<file path="src/rtl/mod_counter_prog.sv">
// -----------------------------------------------------------------------------
// mod_counter_prog
//
// Runtime-programmable modulo up/down counter used for each calendar digit
// stage (sec/min/hour/day/month). Stages cascade by wiring one stage's carry
// (or borrow) into the next stage's tick. The modulus can change while running
// (days-in-month), and a set mode freezes time so that the user can nudge the
// digit with inc/dec pulses; those wrap but never generate carry/borrow.
//
// Build option (compile-time macro):
//   MOD_COUNTER_ONE_BASED_EN  defined   -> range 1..M   (day/month digits)
//                             undefined -> range 0..M-1 (default)
//   where M = max(mod_val, 1).
//
// Parameters:
//   MOD_MAX   largest modulus mod_val may take
//   BITS      width of count, mod_val and load_val
//
// Ports:
//   clock     in   rising-edge clock, the only clock
//   reset     in   synchronous, active-high reset
//   mod_val   in   runtime modulus (0 behaves as 1)
//   tick      in   run-mode advance strobe
//   down      in   tick direction: 0 = up, 1 = down
//   set       in   set mode: tick ignored, inc/dec active, no carry/borrow
//   inc       in   set-mode increment, one step per cycle high
//   dec       in   set-mode decrement, one step per cycle high
//   load      in   synchronous load of load_val (any mode), clamped to range
//   load_val  in   value to load
//   count     out  current value (registered)
//   carry     out  one-cycle pulse on run-mode up-wrap HI->LO
//   borrow    out  one-cycle pulse on run-mode down-wrap LO->HI
// -----------------------------------------------------------------------------
module mod_counter_prog #(
    parameter int MOD_MAX = 60,
    parameter int BITS    = $clog2(MOD_MAX + 1)
) (
    input  logic            clock,
    input  logic            reset,
    input  logic [BITS-1:0] mod_val,
    input  logic            tick,
    input  logic            down,
    input  logic            set,
    input  logic            inc,
    input  logic            dec,
    input  logic            load,
    input  logic [BITS-1:0] load_val,
    output logic [BITS-1:0] count,
    output logic            carry,
    output logic            borrow
);

    // Range bounds are compared one bit wider than the count so that HI = M
    // (one-based build) can never overflow, whatever MOD_MAX is.
    localparam int W = BITS + 1;

    logic [W-1:0]    m_w;
    logic [W-1:0]    lo_w;
    logic [W-1:0]    hi_w;
    logic [W-1:0]    cnt_w;
    logic [W-1:0]    ldv_w;
    logic [BITS-1:0] lo_val;
    logic [BITS-1:0] hi_val;

    logic [BITS-1:0] count_q,  count_d;
    logic            carry_q,  carry_d;
    logic            borrow_q, borrow_d;

    assign m_w   = (mod_val == '0) ? W'(1) : {1'b0, mod_val};
    assign cnt_w = {1'b0, count_q};
    assign ldv_w = {1'b0, load_val};

`ifdef MOD_COUNTER_ONE_BASED_EN
    assign lo_w = W'(1);
    assign hi_w = m_w;
`else
    assign lo_w = '0;
    assign hi_w = m_w - W'(1);
`endif

    // hi_w never exceeds 2**BITS-1 (mod_val is BITS wide), so the top bit is
    // always zero and the truncation is lossless.
    assign lo_val = lo_w[BITS-1:0];
    assign hi_val = hi_w[BITS-1:0];

    always_comb begin
        count_d  = count_q;
        carry_d  = 1'b0;
        borrow_d = 1'b0;

        if (load) begin
            if (ldv_w > hi_w) begin
                count_d = hi_val;
            end else if (ldv_w < lo_w) begin
                count_d = lo_val;
            end else begin
                count_d = load_val;
            end
        end else if (cnt_w > hi_w) begin
            // Modulus just shrank below the current value: pull back to HI
            // and swallow whatever advance request arrived this cycle.
            count_d = hi_val;
        end else if (set) begin
            if (inc && !dec) begin
                count_d = (cnt_w == hi_w) ? lo_val : count_q + BITS'(1);
            end else if (dec && !inc) begin
                count_d = (cnt_w == lo_w) ? hi_val : count_q - BITS'(1);
            end
        end else if (tick) begin
            if (!down) begin
                if (cnt_w == hi_w) begin
                    count_d = lo_val;
                    carry_d = 1'b1;
                end else begin
                    count_d = count_q + BITS'(1);
                end
            end else begin
                if (cnt_w == lo_w) begin
                    count_d  = hi_val;
                    borrow_d = 1'b1;
                end else begin
                    count_d = count_q - BITS'(1);
                end
            end
        end
    end

    always_ff @(posedge clock) begin
        if (reset) begin
            count_q  <= lo_val;
            carry_q  <= 1'b0;
            borrow_q <= 1'b0;
        end else begin
            count_q  <= count_d;
            carry_q  <= carry_d;
            borrow_q <= borrow_d;
        end
    end

    assign count  = count_q;
    assign carry  = carry_q;
    assign borrow = borrow_q;

endmodule

</file>
<file path="config.mk">
export PLATFORM = sky130hd
export DESIGN_NAME = mod_counter_prog
export DESIGN_NICKNAME = d
export VERILOG_FILES = /design/src/rtl/mod_counter_prog.sv
export SDC_FILE = /design/constraint.sdc
export NUM_CORES = 1
export LEC_CHECK = 0
export ABC_AREA = 1
export BUFFER_PORTS_ARGS = -buffer_cell sky130_fd_sc_hd__buf_2
export CAP_MARGIN = 20
export CELL_PAD_IN_SITES_DETAIL_PLACEMENT = 0
export CELL_PAD_IN_SITES_GLOBAL_PLACEMENT = 1
export CORE_MARGIN = 5
export CORE_UTILIZATION = 26
export CTS_CLUSTER_SIZE = 8
export DETAILED_ROUTE_END_ITERATION = 12
export GPL_TIMING_DRIVEN = 0
export PLACE_DENSITY = 0.59
export SLEW_MARGIN = 30
export SYNTH_ARGS = -nofsm -noshare
export SYNTH_HDL_FRONTEND = slang
export SYNTH_SLANG_ARGS = --single-unit
</file>
<file path="constraint.sdc">
create_clock -name clock -period 8 [get_ports clock]
set_input_delay 0.8 -clock clock [delete_from_list [all_inputs] [get_ports clock]]
set_output_delay 0.8 -clock clock [all_outputs]
set_load 0.1 [all_outputs]
</file>
==> metrics.txt <==
final-report hold violation count=0; Via density=4.650; CP Capture Type=flop; via count=1502; combinational share of power=0.649; initial antenna violation count=0; Top FF cell, synth=dfxtp_1; die height=83.32 um; Power, Total=0.3126 mW; Clock Power Share=0.159; cell accounting for the most synthesized area=nand2_1; GR Overflow Total=0; routed wire length=4347 um; FF-to-FF path depth=12; status=completed; area of the core=0.005172 mm2; CTS Buf Count=3; Sink Count=8; cts hold-fix bufs=0; Filler Cell Count=594; root buf cell=clkbuf_8; CP cell instances=buf_2 > nor2_1 > nand2_1 > o21ai_0 > inv_1 > ha_1 > xnor2_1 > ha_1 > nand2_1 > or2_2 > a21boi_0 > nand4_2 > nand2_4 > nand2_8 > nand2_4 > buf_6 > nand2_1 > inv_1 > a21oi_2; gpl congestion=0.7790; sw frac=0.5522; Post-Syn Instances=223; Arr. time, crit path=4290 ps; WHS Endpoint=count[0]$_SDFFE_PP0P_; RSZ-0062 raised after global routing=no; internal reg-to-reg setup slack=5790 ps; Synth Cell Area=0.001398 mm2; highest clock rate=239.7 MHz; initial core utilization=0.2702; Post-synth ARST share=0; CTS tree=done; area of the die=0.006941 mm2; Pins Over Slew Limit=0; slowest stage delay, CP=560 ps; Hold Crit Depth=2; vias in the first global route=1434; I/O pin count=28; port bufs=27; Worst-Margin Slew=663.4 ps; clk slew on worst S/H paths=40 ps; overall routing resource usage=0.1250; Crit path top cell by count=nand2_1; critical path type=in -> reg; DRC viols=0; Internal=0.1400 mW; nets@finish=287; clock tree buffer depth=2; FF+latch count, synth=8; cts repair resizes=0; Post-CTS Setup Repair Bufs=0; leakage power=0.8738 nW; syn_nets=255; Std-Cell Rows=26; Routed wire per std cell=13.46 um; DRT Pass-1 Iters=4; Tmin final=4171 ps; first-pass GRT wire length=7120 um; fin crit share=0.5214; Setup TNS Final=0 ps; clk_lat worst skew=230 ps; Final ANT Viol Nets=0; Synth Warn #=0; NetSw=0.1726 mW; Die Width=83.32 um; total of max-cap violations=0; ratio of cells with drive above 1 in the final layout=0.2292; required time worst endpoint=8120 ps; final setup vio count=0; top cell type's share of synthesized area=0.1289; Syn-to-layout area delta=18.89%; pin count of the biggest net entering global routing=11; EDFF count, synth=0; P per Cell Area=188.2 mW/mm2; CP max FO=10; Reg-to-Reg End=count[2]$_SDFFE_PP0P_; Ant. Diodes=0; Clock H-tree levels=1; Sequential Power Share=0.191; Peak supply drop=93.32 uV; Clock Skew=3.940 ps; Synth cell types=34; synth top area cells=nand2_1, nand3_1, dfxtp_1; syn avg cell area=6.267 um2; Worst Hold Class=reg -> reg; Slew HR=0.5531; startpoint types=primary input; HP Start=count[0]$_SDFFE_PP0P_; worst r2r src=count[0]$_SDFFE_PP0P_; slowest CP cell=xnor2_1; fraction of the yosys area taken by sequential cells=0.1146; hpwl dp=3440 um; starting DRC count in detailed routing=96
[placed cells by master (no fill, tap or decap), drive strengths merged, types with 2 or more instances in the layout]
| cell type | count |
|---|---|
| nor2 | 9 |
| o21ai | 16 |
| nor3 | 2 |
| xnor2 | 2 |
| nand3 | 38 |
| inv | 36 |
| clkbuf | 4 |
| ha | 12 |
| nand4 | 3 |
| xor2 | 7 |
| nand2 | 62 |
| buf | 29 |
| a21oi | 15 |
| dfxtp | 8 |
[kinds of logic after synthesis]
family / count (synthesis) / share of synthesized area
DFF: 8 / 0.1146
and+or+nand+nor: 119 / 0.4611
adders and majority gates: 12 / 0.1074
xor gates and xnor gates: 9 / 0.05640
AOI/OAI and AO/OA: 35 / 0.1424
buffers and inverters: 40 / 0.1182
[through the flow]
stage | utilization | hold slack, ps | instance area (um2) | instances | worst slack (ps)
after floorplan | - | 877.2 | 1398 | 223 | 4578
after CTS | 0.3212 | 623.5 | 1662 | 323 | 3798
final | 0.3212 | 617.7 | 1662 | 323 | 3829
after global routing | 0.3212 | 667.3 | 1662 | 323 | 3594
after global placement | 0.3133 | 615.5 | 1620 | 320 | 3545
after detailed placement | 0.3133 | 616.5 | 1620 | 320 | 3589
[how the worst max path moves through the flow]
stage	slack [ps]	endpoint	cells after the start	from
floorplan	4580	count[3]$_SDFFE_PP0P_	18	mod_val[3]
global placement	3550	count[2]$_SDFFE_PP0P_	19	mod_val[4]
detailed placement	3590	count[2]$_SDFFE_PP0P_	19	mod_val[4]
CTS	3800	count[2]$_SDFFE_PP0P_	19	mod_val[4]
global route	3590	count[0]$_SDFFE_PP0P_	19	mod_val[4]
finish	3830	count[2]$_SDFFE_PP0P_	19	mod_val[4]
[power by group through the flow]
| stage | Combinational, mW | Clock (mW) | Sequential [mW] |
|---|---|---|---|
| after detailed placement | 0.202 | 0 | 0.0608 |
| after CTS | 0.204 | 0.0507 | 0.0602 |
| final | 0.203 | 0.0498 | 0.0598 |
| after global placement | 0.203 | 0 | 0.0607 |
| after floorplan | 0.119 | 0 | 0.0972 |
| after global routing | 0.224 | 0.0535 | 0.0614 |
[registers in the layout, summed over array words and instances, names as in the netlist]
register	cells
count	6
carry	1
borrow	1
[synth_stat cells, drive strengths merged (2+ instances only)]
library cell / number
ha: 12
nand2: 62
buf: 2
xnor2: 2
a21oi: 15
o21ai: 16
xor2: 7
inv: 36
nor3: 2
nor2: 9
nand4: 3
dfxtp: 8
nand3: 38
[layer usage]
layer / up-vias / track usage / routed length (um) / share of wire
met2: 19 / 0.2157 / 2064 / 0.47
met3: 4 / 0.01782 / 80 / 0.018
met5: - / 0 / 0 / 0
met4: 0 / 0.02377 / 23 / 0.0053
li1: 799 / - / - / -
met1: 680 / 0.1651 / 2179 / 0.50
[worst max-delay path: cells and delay by family]
kind                       cells  cell delay [ps]
and+or+nand+nor                9             1110
buffers and inverters          4              590
AOI/OAI and AO/OA              3              660
xor gates and xnor gates       1              560
adders and majority gates      2              570
[final cells by class]
type	count	area [um2]	share of cell area
Buffer	3	26.28	0.01581
Clock buffer	3	41.29	0.02485
Inverter	37	138.9	0.08358
Multi-Input combinational cell	175	1072	0.6453
Sequential cell	8	160.2	0.09639
Tap cell	70	87.58	0.05271
Timing Repair Buffer	27	135.1	0.08133
Power figures use the tool's default switching activity.
